<file path="src/rtl/payload_aligner_pkg.sv">
// Shared types and widths for the payload aligner datapath and its input arbiter.
package payload_aligner_pkg;

  localparam int unsigned byte_width_bits        = 8;
  localparam int unsigned packet_width_bits      = 64;
  localparam int unsigned byte_enable_width_bits = packet_width_bits / byte_width_bits;

  typedef enum logic [1:0] {
    IDLE = 2'd0,
    PASS = 2'd1,
    GAP  = 2'd2
  } arb_state_t;

  // Index of the set bit of a one-hot vector (up to 32 entries); 0 when empty.
  function automatic logic [7:0] onehot_to_idx(input logic [31:0] onehot);
    logic [7:0] idx;
    idx = 8'd0;
    for (int b = 0; b < 32; b++) begin
      if (onehot[b]) begin
        idx = idx | 8'(b);
      end else begin
        idx = idx;
      end
    end
    return idx;
  endfunction

endpackage

</file>
<file path="src/rtl/payload_stream_arbiter_rr_picker.sv">
// Combinational round-robin picker: rotate requests so pointer+1 is bit 0,
// isolate the lowest set bit, rotate back.
module rr_picker
  import payload_aligner_pkg::*;
#(
  parameter int unsigned NUM_SOURCES = 4,
  parameter int unsigned SRC_ID_W    = $clog2(NUM_SOURCES)
) (
  input  logic [NUM_SOURCES-1:0] req,
  input  logic [SRC_ID_W-1:0]    pointer,
  output logic [NUM_SOURCES-1:0] winner_onehot,
  output logic [SRC_ID_W-1:0]    winner_idx,
  output logic                   any_req
);

  localparam logic [NUM_SOURCES-1:0] ONE_LSB = NUM_SOURCES'(1);

  logic [NUM_SOURCES-1:0] rot_s;
  logic [NUM_SOURCES-1:0] first_s;
  logic [NUM_SOURCES-1:0] unrot_s;
  int unsigned            shift_s;
  logic [SRC_ID_W-1:0]    pos_s;

  // Rotate, pick lowest request, rotate back.
  always_comb begin
    shift_s = (int'(pointer) + 1) % NUM_SOURCES;
    rot_s   = '0;
    unrot_s = '0;
    pos_s   = '0;
    for (int k = 0; k < NUM_SOURCES; k++) begin
      pos_s        = SRC_ID_W'((k + shift_s) % NUM_SOURCES);
      rot_s[k]     = req[pos_s];
    end
    first_s = rot_s & (~rot_s + ONE_LSB);
    for (int k = 0; k < NUM_SOURCES; k++) begin
      pos_s          = SRC_ID_W'((k + shift_s) % NUM_SOURCES);
      unrot_s[pos_s] = first_s[k];
    end
  end

  assign winner_onehot = unrot_s;
  assign winner_idx    = SRC_ID_W'(onehot_to_idx(32'(unrot_s)));
  assign any_req       = |req;

endmodule

</file>
<file path="src/rtl/payload_stream_arbiter.sv">
// Packet-granular round-robin arbiter feeding the payload aligner through one
// register stage, with a programmable idle gap after every packet.
module payload_stream_arbiter
  import payload_aligner_pkg::*;
#(
  parameter int unsigned NUM_SOURCES = 4,
  parameter int unsigned GAP_CYCLES  = 1,
  parameter int unsigned SRC_ID_W    = $clog2(NUM_SOURCES)
) (
  input  logic                                           clk,
  input  logic                                           rst_n,
  input  logic [NUM_SOURCES-1:0]                         in_valid,
  input  logic [NUM_SOURCES*packet_width_bits-1:0]       in_payload,
  input  logic [NUM_SOURCES*byte_enable_width_bits-1:0]  in_byte_enable,
  input  logic [NUM_SOURCES-1:0]                         in_sop,
  input  logic [NUM_SOURCES-1:0]                         in_eop,
  output logic [NUM_SOURCES-1:0]                         in_ready,
  output logic                                           payload_valid,
  output logic [packet_width_bits-1:0]                   payload,
  output logic [byte_enable_width_bits-1:0]              byte_enable,
  output logic                                           sop,
  output logic                                           eop,
  output logic [SRC_ID_W-1:0]                            src_id,
  output logic                                           busy,
  output logic [NUM_SOURCES-1:0]                         err_stray,
  output logic                                           err_proto
);

  localparam int unsigned                    GAP_W     = $clog2(GAP_CYCLES + 2);
  localparam logic [GAP_W-1:0]               GAP_LOAD  = (GAP_CYCLES > 32'd0) ? GAP_W'(GAP_CYCLES - 1) : {GAP_W{1'b0}};
  localparam logic [GAP_W-1:0]               GAP_ZERO  = {GAP_W{1'b0}};
  localparam logic [SRC_ID_W-1:0]            PTR_RESET = SRC_ID_W'(NUM_SOURCES - 1);
  localparam logic [byte_enable_width_bits-1:0] BE_ALL  = {byte_enable_width_bits{1'b1}};
  localparam logic [byte_enable_width_bits-1:0] BE_NONE = {byte_enable_width_bits{1'b0}};
  localparam logic [NUM_SOURCES-1:0]         ONE_LSB   = NUM_SOURCES'(1);
  // After an eop the packet either closes into the gap or, with no gap, straight to idle.
  localparam arb_state_t                     AFTER_EOP = (GAP_CYCLES == 32'd0) ? IDLE : GAP;

  arb_state_t                  state_r, state_nxt_s;
  logic [SRC_ID_W-1:0]         ptr_r, ptr_nxt_s;
  logic [SRC_ID_W-1:0]         grant_r, grant_nxt_s;
  logic [GAP_W-1:0]            gap_cnt_r, gap_cnt_nxt_s;

  logic [NUM_SOURCES-1:0]      win_onehot_s;
  logic [SRC_ID_W-1:0]         win_idx_s;
  logic                        any_req_s;
  logic [NUM_SOURCES-1:0]      in_ready_s;
  logic [NUM_SOURCES-1:0]      stray_drop_s;
  logic                        xfer_s;
  logic                        proto_s;

  logic [packet_width_bits-1:0]      payload_arr_s [NUM_SOURCES];
  logic [byte_enable_width_bits-1:0] be_arr_s      [NUM_SOURCES];
  logic [SRC_ID_W-1:0]               sel_idx_s;
  logic [packet_width_bits-1:0]      sel_payload_s;
  logic [byte_enable_width_bits-1:0] sel_be_s;
  logic                              sel_sop_s;
  logic                              sel_eop_s;

  logic                              payload_valid_r;
  logic [packet_width_bits-1:0]      payload_r;
  logic [byte_enable_width_bits-1:0] byte_enable_r;
  logic                              sop_r;
  logic                              eop_r;
  logic [SRC_ID_W-1:0]               src_id_r;
  logic [NUM_SOURCES-1:0]            err_stray_r;
  logic                              err_proto_r;

  for (genvar g = 0; g < NUM_SOURCES; g++) begin : g_unpack
    assign payload_arr_s[g] = in_payload[g*packet_width_bits +: packet_width_bits];
    assign be_arr_s[g]      = in_byte_enable[g*byte_enable_width_bits +: byte_enable_width_bits];
  end

  rr_picker #(
    .NUM_SOURCES (NUM_SOURCES),
    .SRC_ID_W    (SRC_ID_W)
  ) u_rr_picker (
    .req           (in_valid & in_sop),
    .pointer       (ptr_r),
    .winner_onehot (win_onehot_s),
    .winner_idx    (win_idx_s),
    .any_req       (any_req_s)
  );

  // In IDLE the candidate beat is the picker's winner, otherwise the granted source.
  assign sel_idx_s     = (state_r == IDLE) ? win_idx_s : grant_r;
  assign sel_payload_s = payload_arr_s[sel_idx_s];
  assign sel_be_s      = be_arr_s[sel_idx_s];
  assign sel_sop_s     = in_sop[sel_idx_s];
  assign sel_eop_s     = in_eop[sel_idx_s];
  assign proto_s       = xfer_s & (((state_r == PASS) & sel_sop_s) | (sel_eop_s & (sel_be_s == BE_NONE)));

  // Next-state, grant bookkeeping and ready generation.
  always_comb begin
    state_nxt_s   = state_r;
    ptr_nxt_s     = ptr_r;
    grant_nxt_s   = grant_r;
    gap_cnt_nxt_s = gap_cnt_r;
    in_ready_s    = '0;
    stray_drop_s  = '0;
    xfer_s        = 1'b0;
    case (state_r)
      IDLE: begin
        stray_drop_s = in_valid & ~in_sop;
        in_ready_s   = win_onehot_s | stray_drop_s;
        if (any_req_s) begin
          xfer_s        = 1'b1;
          ptr_nxt_s     = win_idx_s;
          grant_nxt_s   = win_idx_s;
          gap_cnt_nxt_s = GAP_LOAD;
          state_nxt_s   = sel_eop_s ? AFTER_EOP : PASS;
        end else begin
          state_nxt_s = IDLE;
        end
      end
      PASS: begin
        in_ready_s = ONE_LSB << grant_r;
        if (in_valid[grant_r]) begin
          xfer_s        = 1'b1;
          gap_cnt_nxt_s = GAP_LOAD;
          state_nxt_s   = sel_eop_s ? AFTER_EOP : PASS;
        end else begin
          state_nxt_s = PASS;
        end
      end
      GAP: begin
        if (gap_cnt_r == GAP_ZERO) begin
          state_nxt_s = IDLE;
        end else begin
          gap_cnt_nxt_s = gap_cnt_r - GAP_W'(1);
        end
      end
      default: begin
        state_nxt_s = IDLE;
      end
    endcase
  end

  // Arbitration state registers; pointer resets to the last source so source 0 leads.
  always_ff @(posedge clk or negedge rst_n) begin
    if (!rst_n) begin
      state_r   <= IDLE;
      ptr_r     <= PTR_RESET;
      grant_r   <= {SRC_ID_W{1'b0}};
      gap_cnt_r <= GAP_ZERO;
    end else begin
      state_r   <= state_nxt_s;
      ptr_r     <= ptr_nxt_s;
      grant_r   <= grant_nxt_s;
      gap_cnt_r <= gap_cnt_nxt_s;
    end
  end

  // Aligner-facing output stage; data fields hold when no beat transfers.
  always_ff @(posedge clk or negedge rst_n) begin
    if (!rst_n) begin
      payload_valid_r <= 1'b0;
      payload_r       <= {packet_width_bits{1'b0}};
      byte_enable_r   <= BE_NONE;
      sop_r           <= 1'b0;
      eop_r           <= 1'b0;
      src_id_r        <= {SRC_ID_W{1'b0}};
      err_stray_r     <= {NUM_SOURCES{1'b0}};
      err_proto_r     <= 1'b0;
    end else begin
      payload_valid_r <= xfer_s;
      sop_r           <= xfer_s & sel_sop_s;
      eop_r           <= xfer_s & sel_eop_s;
      err_stray_r     <= stray_drop_s;
      err_proto_r     <= proto_s;
      if (xfer_s) begin
        payload_r     <= sel_payload_s;
        byte_enable_r <= sel_eop_s ? sel_be_s : BE_ALL;
        src_id_r      <= sel_idx_s;
      end
    end
  end

  assign in_ready      = in_ready_s;
  assign payload_valid = payload_valid_r;
  assign payload       = payload_r;
  assign byte_enable   = byte_enable_r;
  assign sop           = sop_r;
  assign eop           = eop_r;
  assign src_id        = src_id_r;
  assign busy          = (state_r != IDLE);
  assign err_stray     = err_stray_r;
  assign err_proto     = err_proto_r;

endmodule

</file>
<file path="config.mk">
export PLATFORM = sky130hd
export DESIGN_NAME = payload_stream_arbiter
export DESIGN_NICKNAME = d
export VERILOG_FILES = /design/src/rtl/payload_aligner_pkg.sv /design/src/rtl/payload_stream_arbiter_rr_picker.sv /design/src/rtl/payload_stream_arbiter.sv
export SDC_FILE = /design/constraint.sdc
export NUM_CORES = 1
export LEC_CHECK = 0
export BUFFER_PORTS_ARGS = -buffer_cell sky130_fd_sc_hd__buf_2
export CORE_AREA = 2 2 149 151
export DETAILED_ROUTE_END_ITERATION = 8
export DIE_AREA = 0 0 151 153
export PLACE_DENSITY = 0.57
export SYNTH_ARGS = -nofsm -noshare
export SYNTH_HDL_FRONTEND = slang
export SYNTH_HIERARCHICAL = 1
export SYNTH_SLANG_ARGS = --single-unit
</file>
<file path="constraint.sdc">
create_clock -name clk -period 6.92 [get_ports clk]
set_input_delay 1.038 -clock clk [delete_from_list [all_inputs] [get_ports clk]]
set_output_delay 1.038 -clock clk [all_outputs]
set_load 0.02 [all_outputs]
</file>
==> flow_metrics.py <==
metrics = {
    "yosys": {
        "postSynthCellCount": 744,
        "synthFlopType": "dfrtp_1",
        "ys_warn_count": 6,
        "synth_edf_count": 0,
        "syn_nets": 1054,
        "syn_area_sq_um": 6370,
        "ys_ff_latch": 90,
        "synth-seq-area-share": 0.354,
        "ys_async_sr_fraction": 1.00,
        "synth.avg_cell_area_sq_um": 8.56,
        "synthDistinctLibCells": 55,
    },
    "sta": {
        "maxSlewViolCount": 0,
        "period_share": 0.773,
        "timing.fmax_mhz": 187,
        "period_minus_slack_ns": 5.35,
        "fin_setup_tns_ns": 0,
        "setup_violations": 0,
        "rsz0062_at_grt": "no",
        "finalClockSkew_ns": 0.00800,
        "finalHoldViolCount": 0,
        "worst_pin_slew_ns": 1.08,
        "maxSlewHeadroom": 0.281,
    },
    "floorplan": {
        "dieArea_sq_um": 23100,
        "initial_core_util": 0.297,
        "die_x_um": 151,
        "core_area_sq_um": 21500,
        "rows": 54,
        "die_h_um": 153,
        "ioPinCount": 389,
    },
    "critical_path": {
        "critical_path.max_fanout": 56,
        "cp_slowest_cell": "dfstp_2",
        "critPathBufInv": 2,
        "path_cells": "inv_1 -> ha_1 -> mux4_2 -> and3_4 -> a311oi_2 -> o21ai_1 -> a211o_1 -> or3b_4 -> nand2_4 -> buf_12 -> a211oi_1 -> a311oi_1 -> a21o_1",
        "cp-endpoint": "payload[27]$_DFFE_PN0P_",
        "path_depth": 13,
        "worstSetupPathType": "reg -> reg",
        "r2r_end": "payload[27]$_DFFE_PN0P_",
        "startpoint": "ptr_r[0]$_DFFE_PN1P_",
        "r2r-start": "ptr_r[0]$_DFFE_PN1P_",
        "cp-start-kind": "flop",
        "rrSetupSlack_ns": 1.57,
        "cp.arrival_ns": 5.58,
        "critPathTopFamily": "compound AO/OA/AOI/OAI gates",
        "reg2reg_depth": 13,
        "worstPathRequired_ns": 7.16,
        "critical-path-max-stage-delay_ns": 0.66,
        "cp-end-kind": "flop",
    },
    "clock_network": {
        "cts_hold_buf": 0,
        "cts_resized": 0,
        "cts_setup_buffers": 0,
        "worstSkewPairLatency_ns": 0.35,
        "clkTransAtPathRegs_ns": 0.07,
        "htree_num_levels": 3,
        "cts_buffer_depth": 2,
        "cts_root_buf": "clkbuf_16",
        "cts_buffers": 9,
        "cts_tree": "yes",
        "clock_sinks": 90,
    },
    "global_route": {
        "grt_max_degree": 84,
        "grt_pass1_wl_um": 40400,
        "grt-ovfl-total": 0,
        "first_global_vias": 7026,
        "antenna_found_initial": 10,
        "grt_usage": 0.228,
    },
    "min_path": {
        "hp-class": "reg -> reg",
        "hold_depth": 1,
    },
    "placement": {
        "place_area_sq_um": 8440,
        "dp_hpwl_um": 20400,
        "port_buffers": 388,
        "gp_congestion": 0.893,
    },
    "drt": {
        "avgViaCountPerCell": 5.32,
        "firstDrtPassIters": 5,
        "wire_per_inst_um": 19.9,
        "drc": 0,
        "vias": 7301,
        "finalWirelength_um": 27400,
        "antenna_left": 0,
        "drt_iter0_markers": 388,
    },
    "layout": {
        "area_growth_pct": 37.3,
        "num-fill-cells": 2271,
        "multi_input_area_sq_um": 3750,
        "drive_gt1_frac": 0.409,
        "stdcell_area_sq_um": 8750,
        "seq_area_sq_um": 2250,
        "finalNetCount": 1387,
    },
    "power": {
        "pwr-share-clk": 0.088,
        "ir_drop_mv": 0.433,
        "power_density_nw_per_um2": 627,
        "p_leak_nw": 4.63,
        "power_switching_w": 0.00295,
        "p_int_w": 0.00253,
        "pwr-share-comb": 0.732,
        "seqPwrFrac": 0.180,
        "finalPower_w": 0.00548,
        "swShare": 0.538,
    },
    "job": {
        "cap_violations": 0,
    },
    "run_status": {
        "status": "completed",
    },
}
[Yosys cell counts (4+ instances only)]
library cell,n,area share
mux4_2,4,0.014
buf_1,5,0.0029
inv_1,13,0.0077
nand2_1,145,0.085
and3_1,78,0.077
a311oi_1,65,0.089
a211oi_1,73,0.086
mux2_2,5,0.0088
clkbuf_1,44,0.026
and2_1,6,0.0059
dfrtp_1,88,0.35
nand3_1,11,0.0086
o22a_1,4,0.0055
mux2i_1,6,0.0094
a21o_1,64,0.075
buf_6,4,0.0071
ha_1,8,0.016
a21oi_1,5,0.0039
o21ai_0,8,0.0063
nor2_1,23,0.014
buf_2,23,0.018
[logic make-up (layout without fill, tap and decap cells)]
logic type      count (synthesis)  after routing  synth area share
other cells                     0             11                 0
buf+inv                        89            427            0.0617
compound gates                256            256             0.319
fa+ha+maj                       8              8            0.0157
simple gates                  286            286             0.218
mux                            15             15            0.0324
flops                          90             90             0.354
[worst min-delay path by stage]
stage	from	end	slack [ns]
2_1_floorplan	gap_cnt_r[0]$_DFFE_PN0P_	gap_cnt_r[0]$_DFFE_PN0P_	0.46
3_3_place_gp	payload[63]$_DFFE_PN0P_	payload[63]$_DFFE_PN0P_	0.46
3_5_place_dp	payload[42]$_DFFE_PN0P_	payload[42]$_DFFE_PN0P_	0.46
4_1_cts	payload[42]$_DFFE_PN0P_	payload[42]$_DFFE_PN0P_	0.48
5_1_grt	payload[43]$_DFFE_PN0P_	payload[43]$_DFFE_PN0P_	0.48
6_report	payload[25]$_DFFE_PN0P_	payload[25]$_DFFE_PN0P_	0.47
[power groups by stage]
stage	clock network, W	registers [W]	logic (W)
2_1_floorplan	0	0.00122	0.00269
3_3_place_gp	0	0.000990	0.00399
3_5_place_dp	0	0.000992	0.00403
4_1_cts	0.000498	0.000985	0.00404
5_1_grt	0.000518	0.00102	0.00439
6_report	0.000484	0.000987	0.00401
[metal layers]
layer / global-route usage / wire [um] / share of wire / vias up
met1: 0.289 / 11500 / 0.42 / 3500
met3: 0.0463 / 1820 / 0.066 / 34
met4: 0.0908 / 641 / 0.023 / 2
li1: - / - / - / 3476
met2: 0.377 / 13500 / 0.49 / 289
met5: 0 / 7 / 0.00026 / -
[flip-flops by register name, indices dropped and copies added (netlist names), 2 cells and up]
name and count:
byte_enable 8, err_stray 4, gap_cnt_r 2, grant_r 2, payload 64, ptr_r 2, src_id 2, state_r 2
[cell type report]
| type | instances | area share |
|---|---|---|
| antenna | 11 | 0.00315 |
| clock buffer | 11 | 0.0277 |
| clock inverter | 5 | 0.00429 |
| inverter | 13 | 0.00558 |
| multi-input combinational | 565 | 0.429 |
| sequential | 90 | 0.258 |
| tap | 280 | 0.0400 |
| timing repair buffer | 398 | 0.232 |
[layout by cell type (no fill, tap or decap), types with 3 or more instances in the layout]
master / netlist / routed
nand2b_1: 3 / 3
a211oi_1: 73 / 73
nand2_1: 145 / 144
and3_1: 78 / 78
o32ai_2: 3 / 3
ha_1: 8 / 8
a311oi_1: 65 / 65
a21boi_0: 3 / 3
nand3_1: 11 / 11
a21oi_1: 5 / 5
o211ai_1: 3 / 3
o22a_1: 4 / 4
o21ai_0: 8 / 8
diode_2: 0 / 11
mux2i_1: 6 / 6
and2_1: 6 / 6
buf_4: 0 / 10
buf_2: 23 / 387
dfrtp_1: 88 / 88
a21o_1: 64 / 64
nor2_1: 23 / 22
o21a_1: 3 / 3
nor3b_1: 3 / 3
mux4_2: 4 / 4
a31oi_1: 3 / 3
clkbuf_16: 0 / 9
mux2_2: 5 / 5
inv_1: 13 / 13
o221ai_1: 3 / 3
a41oi_1: 3 / 3
[through the flow]
stage | hold WS [ns] | setup slack [ns] | std cells | utilization
floorplan | 0.459 | 2.65 | 744 | -
global placement | 0.455 | 1.57 | 1346 | 0.393
detailed placement | 0.460 | 1.54 | 1346 | 0.393
global route | 0.481 | 1.33 | 1370 | 0.407
CTS | 0.475 | 1.62 | 1362 | 0.406
finish | 0.469 | 1.57 | 1373 | 0.407
Note: power is estimated with default switching activity, not from simulation.
